==> config.mk <==
export PLATFORM = sky130hd
export DESIGN_NAME = radical_n
export DESIGN_NICKNAME = d
export VERILOG_FILES = /design/src/rtl/radical_n.sv
export SDC_FILE = /design/constraint.sdc
export NUM_CORES = 2
export LEC_CHECK = 0
export CORE_AREA = 2 2 240 218
export CTS_BUF_LIST = sky130_fd_sc_hd__clkbuf_8
export DETAILED_ROUTE_END_ITERATION = 10
export DIE_AREA = 0 0 242 220
export PLACE_DENSITY = 0.93
export SYNTH_ARGS = -nofsm -noshare
export SYNTH_HDL_FRONTEND = slang
export SYNTH_SLANG_ARGS = --single-unit
==> constraint.sdc <==
create_clock -name clk -period 17.35 [get_ports clk]
set_input_delay 5.205 -clock clk [delete_from_list [all_inputs] [get_ports clk]]
set_output_delay 5.205 -clock clk [all_outputs]
set_load 0.01 [all_outputs]
==> src/rtl/radical_n.sv <==
// Integer n-th root: d_out = floor(n1^(1/n2)) by binary search, each candidate checked by iterated multiply.
// Latency: valid_out in the 2nd cycle after acceptance on fast paths; search path 14 rounds of (n2+2) cycles max.
// Backpressure: none; valid_in is honoured only in IDLE and dropped while busy (not queued).
module radical_n #(
    parameter int MAX_VAL = 99999999,
    parameter int HI_INIT = 10000,
    parameter int DEG_SAT = 27
) (
    input  logic        clk,
    input  logic        rst,
    input  logic [27:0] n1,
    input  logic [27:0] n2,
    input  logic        valid_in,
    output logic        valid_out,
    output logic        ovrflow,
    output logic [27:0] d_out,
    output logic        busy
);
    typedef enum logic [2:0] {IDLE, SEARCH, POW, CMP, DONE} state_t;

    localparam logic signed [27:0] MAX_S = 28'(MAX_VAL);
    localparam logic signed [27:0] DEG_S = 28'(DEG_SAT);
    localparam logic [13:0]        HI_W  = 14'(HI_INIT);

    state_t      state;
    logic [27:0] n1_q;
    logic [4:0]  n2_q;
    logic [13:0] lo;
    logic [13:0] hi;
    logic [13:0] mid;
    logic [63:0] acc;
    logic [4:0]  k;

    logic signed [27:0] n1_s;
    logic signed [27:0] n2_s;
    logic               in_err;
    logic               in_triv;
    logic               in_sat;
    logic [14:0]        mid_sum;
    logic [13:0]        mid_nxt;
    logic [63:0]        prod;
    logic [63:0]        n1_ext;

    assign n1_s    = $signed(n1);
    assign n2_s    = $signed(n2);
    assign in_err  = (n2_s <= 28'sd0) || (n1_s < 28'sd0) || (n1_s > MAX_S);
    assign in_triv = (n2_s == 28'sd1) || (n1_s == 28'sd0) || (n1_s == 28'sd1);
    assign in_sat  = (n2_s >= DEG_S);

    // Upper-biased midpoint so lo=mid always makes progress.
    assign mid_sum = {1'b0, lo} + {1'b0, hi} + 15'd1;
    assign mid_nxt = 14'(mid_sum >> 1);
    assign prod    = acc * {50'd0, mid};
    assign n1_ext  = {36'd0, n1_q};

    always_ff @(posedge clk or negedge rst) begin
        if (!rst) begin
            state     <= IDLE;
            valid_out <= 1'b0;
            ovrflow   <= 1'b0;
            d_out     <= '0;
            busy      <= 1'b0;
            n1_q      <= '0;
            n2_q      <= '0;
            lo        <= '0;
            hi        <= '0;
            mid       <= '0;
            acc       <= '0;
            k         <= '0;
        end else begin
            case (state)
                IDLE: begin
                    valid_out <= 1'b0;
                    if (valid_in) begin
                        busy    <= 1'b1;
                        ovrflow <= 1'b0;
                        n1_q    <= n1;
                        // Only degrees 2..26 reach the search, so five bits suffice.
                        n2_q    <= n2[4:0];
                        if (in_err) begin
                            ovrflow <= 1'b1;
                            d_out   <= '1;
                            state   <= DONE;
                        end else if (in_triv) begin
                            d_out <= n1;
                            state <= DONE;
                        end else if (in_sat) begin
                            d_out <= 28'd1;
                            state <= DONE;
                        end else begin
                            lo    <= '0;
                            hi    <= HI_W;
                            state <= SEARCH;
                        end
                    end
                end
                SEARCH: begin
                    if (lo == hi) begin
                        d_out <= {14'd0, lo};
                        state <= DONE;
                    end else begin
                        mid   <= mid_nxt;
                        acc   <= 64'd1;
                        k     <= '0;
                        state <= POW;
                    end
                end
                POW: begin
                    acc <= prod;
                    k   <= k + 5'd1;
                    if ((k + 5'd1 == n2_q) || (prod > n1_ext))
                        state <= CMP;
                end
                CMP: begin
                    if (acc <= n1_ext)
                        lo <= mid;
                    else
                        hi <= mid - 14'd1;
                    state <= SEARCH;
                end
                DONE: begin
                    // First DONE cycle arms the strobe, second cycle carries it.
                    if (!valid_out) begin
                        valid_out <= 1'b1;
                    end else begin
                        valid_out <= 1'b0;
                        busy      <= 1'b0;
                        state     <= IDLE;
                    end
                end
                default: state <= IDLE;
            endcase
        end
    end
endmodule
==> impl_metrics.env <==
export IMPL_htree_levels=4
export IMPL_slew_violations=0
export IMPL_cp_common_cell="fa_1"
export IMPL_initial_core_util_pct=65.2
export IMPL_syn_to_final_growth_pct=4.72
export IMPL_ant_nets=0
export IMPL_setup_tns_ns=0
export IMPL_post_route_drc_count=1
export IMPL_critPathMaxFanout=37
export IMPL_hold_buffers=0
export IMPL_synth_seq_cells=178
export IMPL_drive_gt1_share_pct=3.07
export IMPL_post_route_period_util_pct=58.1
export IMPL_critPathArrivalTime_ns=10.44
export IMPL_holdWs_ns=0.495
export IMPL_synth_cell_types=79
export IMPL_status="finished with violations"
export IMPL_cts_inserted_buffers=17
export IMPL_async_reset_ff_share_pct=100
export IMPL_hp_class="register to register"
export IMPL_coreArea_um2=51000
export IMPL_grt_max_degree=74
export IMPL_synth_area_um2=33300
export IMPL_end_kind="register"
export IMPL_die_w_um=242
export IMPL_cts_sinks=178
export IMPL_num_fill_cells=3759
export IMPL_ys_flop_type="dfrtp_1"
export IMPL_finish_net_count=4606
export IMPL_timing_fmax_ghz=0.0992
export IMPL_yosysSeqAreaShare_pct=13.4
export IMPL_syn_num_nets=4683
export IMPL_cts_tree="built"
export IMPL_dr_pass1_iters=11
export IMPL_die_h_um=220
export IMPL_num_vias=27700
export IMPL_syn_inst=3804
export IMPL_finalCoreUtilization_pct=68.3
export IMPL_max_stage_delay_ns=0.87
export IMPL_relSlewSlack_pct=8.01
export IMPL_synth_area_per_cell_um2=8.75
export IMPL_worst_pin_slew_ns=1.38
export IMPL_cts_resized_gates=0
export IMPL_grt_pass1_wl_mm=159
export IMPL_mostFrequentLayoutCells="nand2_1 (733), inv_1 (660), fa_1 (657)"
export IMPL_fp_row_count=79
export IMPL_rsz0062_at_grt="false"
export IMPL_critPathRequiredTime_ns=17.71
export IMPL_cp_slowest_cell="dfrtp_2"
export IMPL_grt_usage_pct=38.4
export IMPL_drtIter0Drc=3152
export IMPL_synth_edf_count=0
export IMPL_fin_skew_ns=0.0264
export IMPL_crit_start="mid[9]$_DFFE_PN0P_"
export IMPL_clk_latency_ns=0.52
export IMPL_critical_path_buf_inv_count=4
export IMPL_ios=90
export IMPL_grt_antenna_before_repair=0
export IMPL_r2r_start="mid[9]$_DFFE_PN0P_"
export IMPL_start_kind="register"
export IMPL_hold_start="d_out[21]$_DFFE_PN0P_"
export IMPL_die_area_um2=53200
export IMPL_p_total_mw=4.87
export IMPL_finalCriticalPeriod_ns=10.08
export IMPL_irDropWorstVdd_uv=94.7
export IMPL_p_per_area_nw_per_um2=140
export IMPL_synth_warnings=0
export IMPL_clkTransAtPathRegs_ns=0.11
export IMPL_path_class="register to register"
export IMPL_io_buffers=89
export IMPL_clockBufferDepth=2
export IMPL_grt_pass1_vias=29800
export IMPL_routed_wl_mm=97.8
export IMPL_crit_family="adder cells"
export IMPL_finalHoldViolCount=0
export IMPL_post_cts_buffers=0
export IMPL_detailed_place_hpwl_mm=73.4
export IMPL_layout_commonest_cell="nand2_1"
export IMPL_setup_violations=0
export IMPL_root_buffer="clkbuf_8"
export IMPL_post_drt_wl_per_cell_um=22.1
export IMPL_gp_congestion=1.01
export IMPL_failed_checks="DRC"
export IMPL_maxCapViolCount=0
export IMPL_leakage_nw=16.5
export IMPL_viasPerCell=6.25
export IMPL_grt_overflow=0
state kept, by name, indices dropped and copies added, names as in the netlist, 3 cells and up:
register  count
hi           14
d_out        28
state         3
acc          64
n2_q          5
k             5
lo           14
mid          14
n1_q         28
worst paths after layout:
kind / cells after the start / end / slack (ns)
setup / recovery: 31 / state[0]$_DFFE_PN0P_ / 7.27
hold / removal: 2 / d_out[21]$_DFFE_PN0P_ / 0.50
setup reg to reg: 31 / state[0]$_DFFE_PN0P_ / 7.27
hold reg to reg: 2 / d_out[21]$_DFFE_PN0P_ / 0.50
max in group asynchronous: 2 / mid[3]$_DFFE_PN0P_ / 11.42
min in group asynchronous: 1 / hi[3]$_DFFE_PN0P_ / 4.66
where the power goes:
group | total (mW) | switching [mW] | internal, mW
combinational | 3.65 | 2.32 | 1.34
clock | 0.298 | 0.186 | 0.113
sequential | 0.921 | 0.360 | 0.561
total | 4.87 | 2.86 | 2.01
through the flow:
step | setup WS (ns) | instance area, um^2 | std cells
final | 7.27 | 34800 | 4430
after detailed placement | 7.56 | 34500 | 4396
after global placement | 7.98 | 34500 | 4396
after CTS | 7.49 | 34800 | 4428
after floorplan | 8.81 | 33300 | 3804
after global routing | 6.74 | 34800 | 4428
synth_stat cells (all sizes together) (4+ instances only):
cell type / number / area [um^2]
or4: 6 / 45.0
buf: 25 / 106
a31oi: 13 / 93.8
nand2b: 15 / 93.8
nor3: 15 / 75.1
a22o: 22 / 194
a21oi: 117 / 601
o21a: 11 / 82.6
o21ai: 204 / 1020
nor2: 62 / 233
inv: 659 / 2470
a2bb2oi: 6 / 52.6
a21o: 33 / 250
nand4: 41 / 257
nand3: 81 / 405
fa: 657 / 13200
a2111oi: 4 / 35.0
nand2: 733 / 2750
and3: 15 / 93.8
a221oi: 4 / 52.6
mux2: 7 / 78.8
o211ai: 15 / 131
ha: 163 / 2040
clkbuf: 196 / 756
dfrtp: 178 / 4450
or3: 4 / 25.0
o21bai: 14 / 105
nor4: 28 / 181
xnor2: 73 / 639
xor2: 37 / 324
or2: 4 / 25.0
and2: 291 / 1820
nor2b: 11 / 68.8
o31ai: 6 / 45.0
a211oi: 11 / 82.6
worst min-delay path: cells and delay by family (launching register included):
kind,cells,cell delay (ns)
AND/OR/NAND/NOR,1,0.05
flip-flops,1,0.36
AO/OA/AOI/OAI,1,0.06
layout make-up:
cell class | count | area [um^2] | area share (%)
antenna | 2 | 5.00 | 0.0144
clock buffer | 19 | 262 | 0.751
clock inverter | 13 | 120 | 0.345
inverter | 659 | 2470 | 7.10
multi-input combinational | 2745 | 25500 | 73.1
sequential | 178 | 4470 | 12.8
tap | 688 | 861 | 2.47
timing repair buffer | 126 | 1170 | 3.36
logic make-up after synthesis:
logic type / synth area share, %
xor gates and xnor gates: 2.90
and+or+nand+nor: 18.7
DFF: 13.4
muxes: 0.297
AOI/OAI and AO/OA: 8.95
adders and majority gates: 45.7
buffers and inverters: 10.1
layer usage:
metal / track usage [%] / share of wire [%] / vias up
met5: 0.919 / 0.035 / -
met4: 18.1 / 5.0 / 2
met3: 10.1 / 13 / 462
met2: 60.8 / 46 / 1983
met1: 49.7 / 36 / 13700
li1: - / - / 11500
Note: power is estimated with default switching activity, not from simulation.
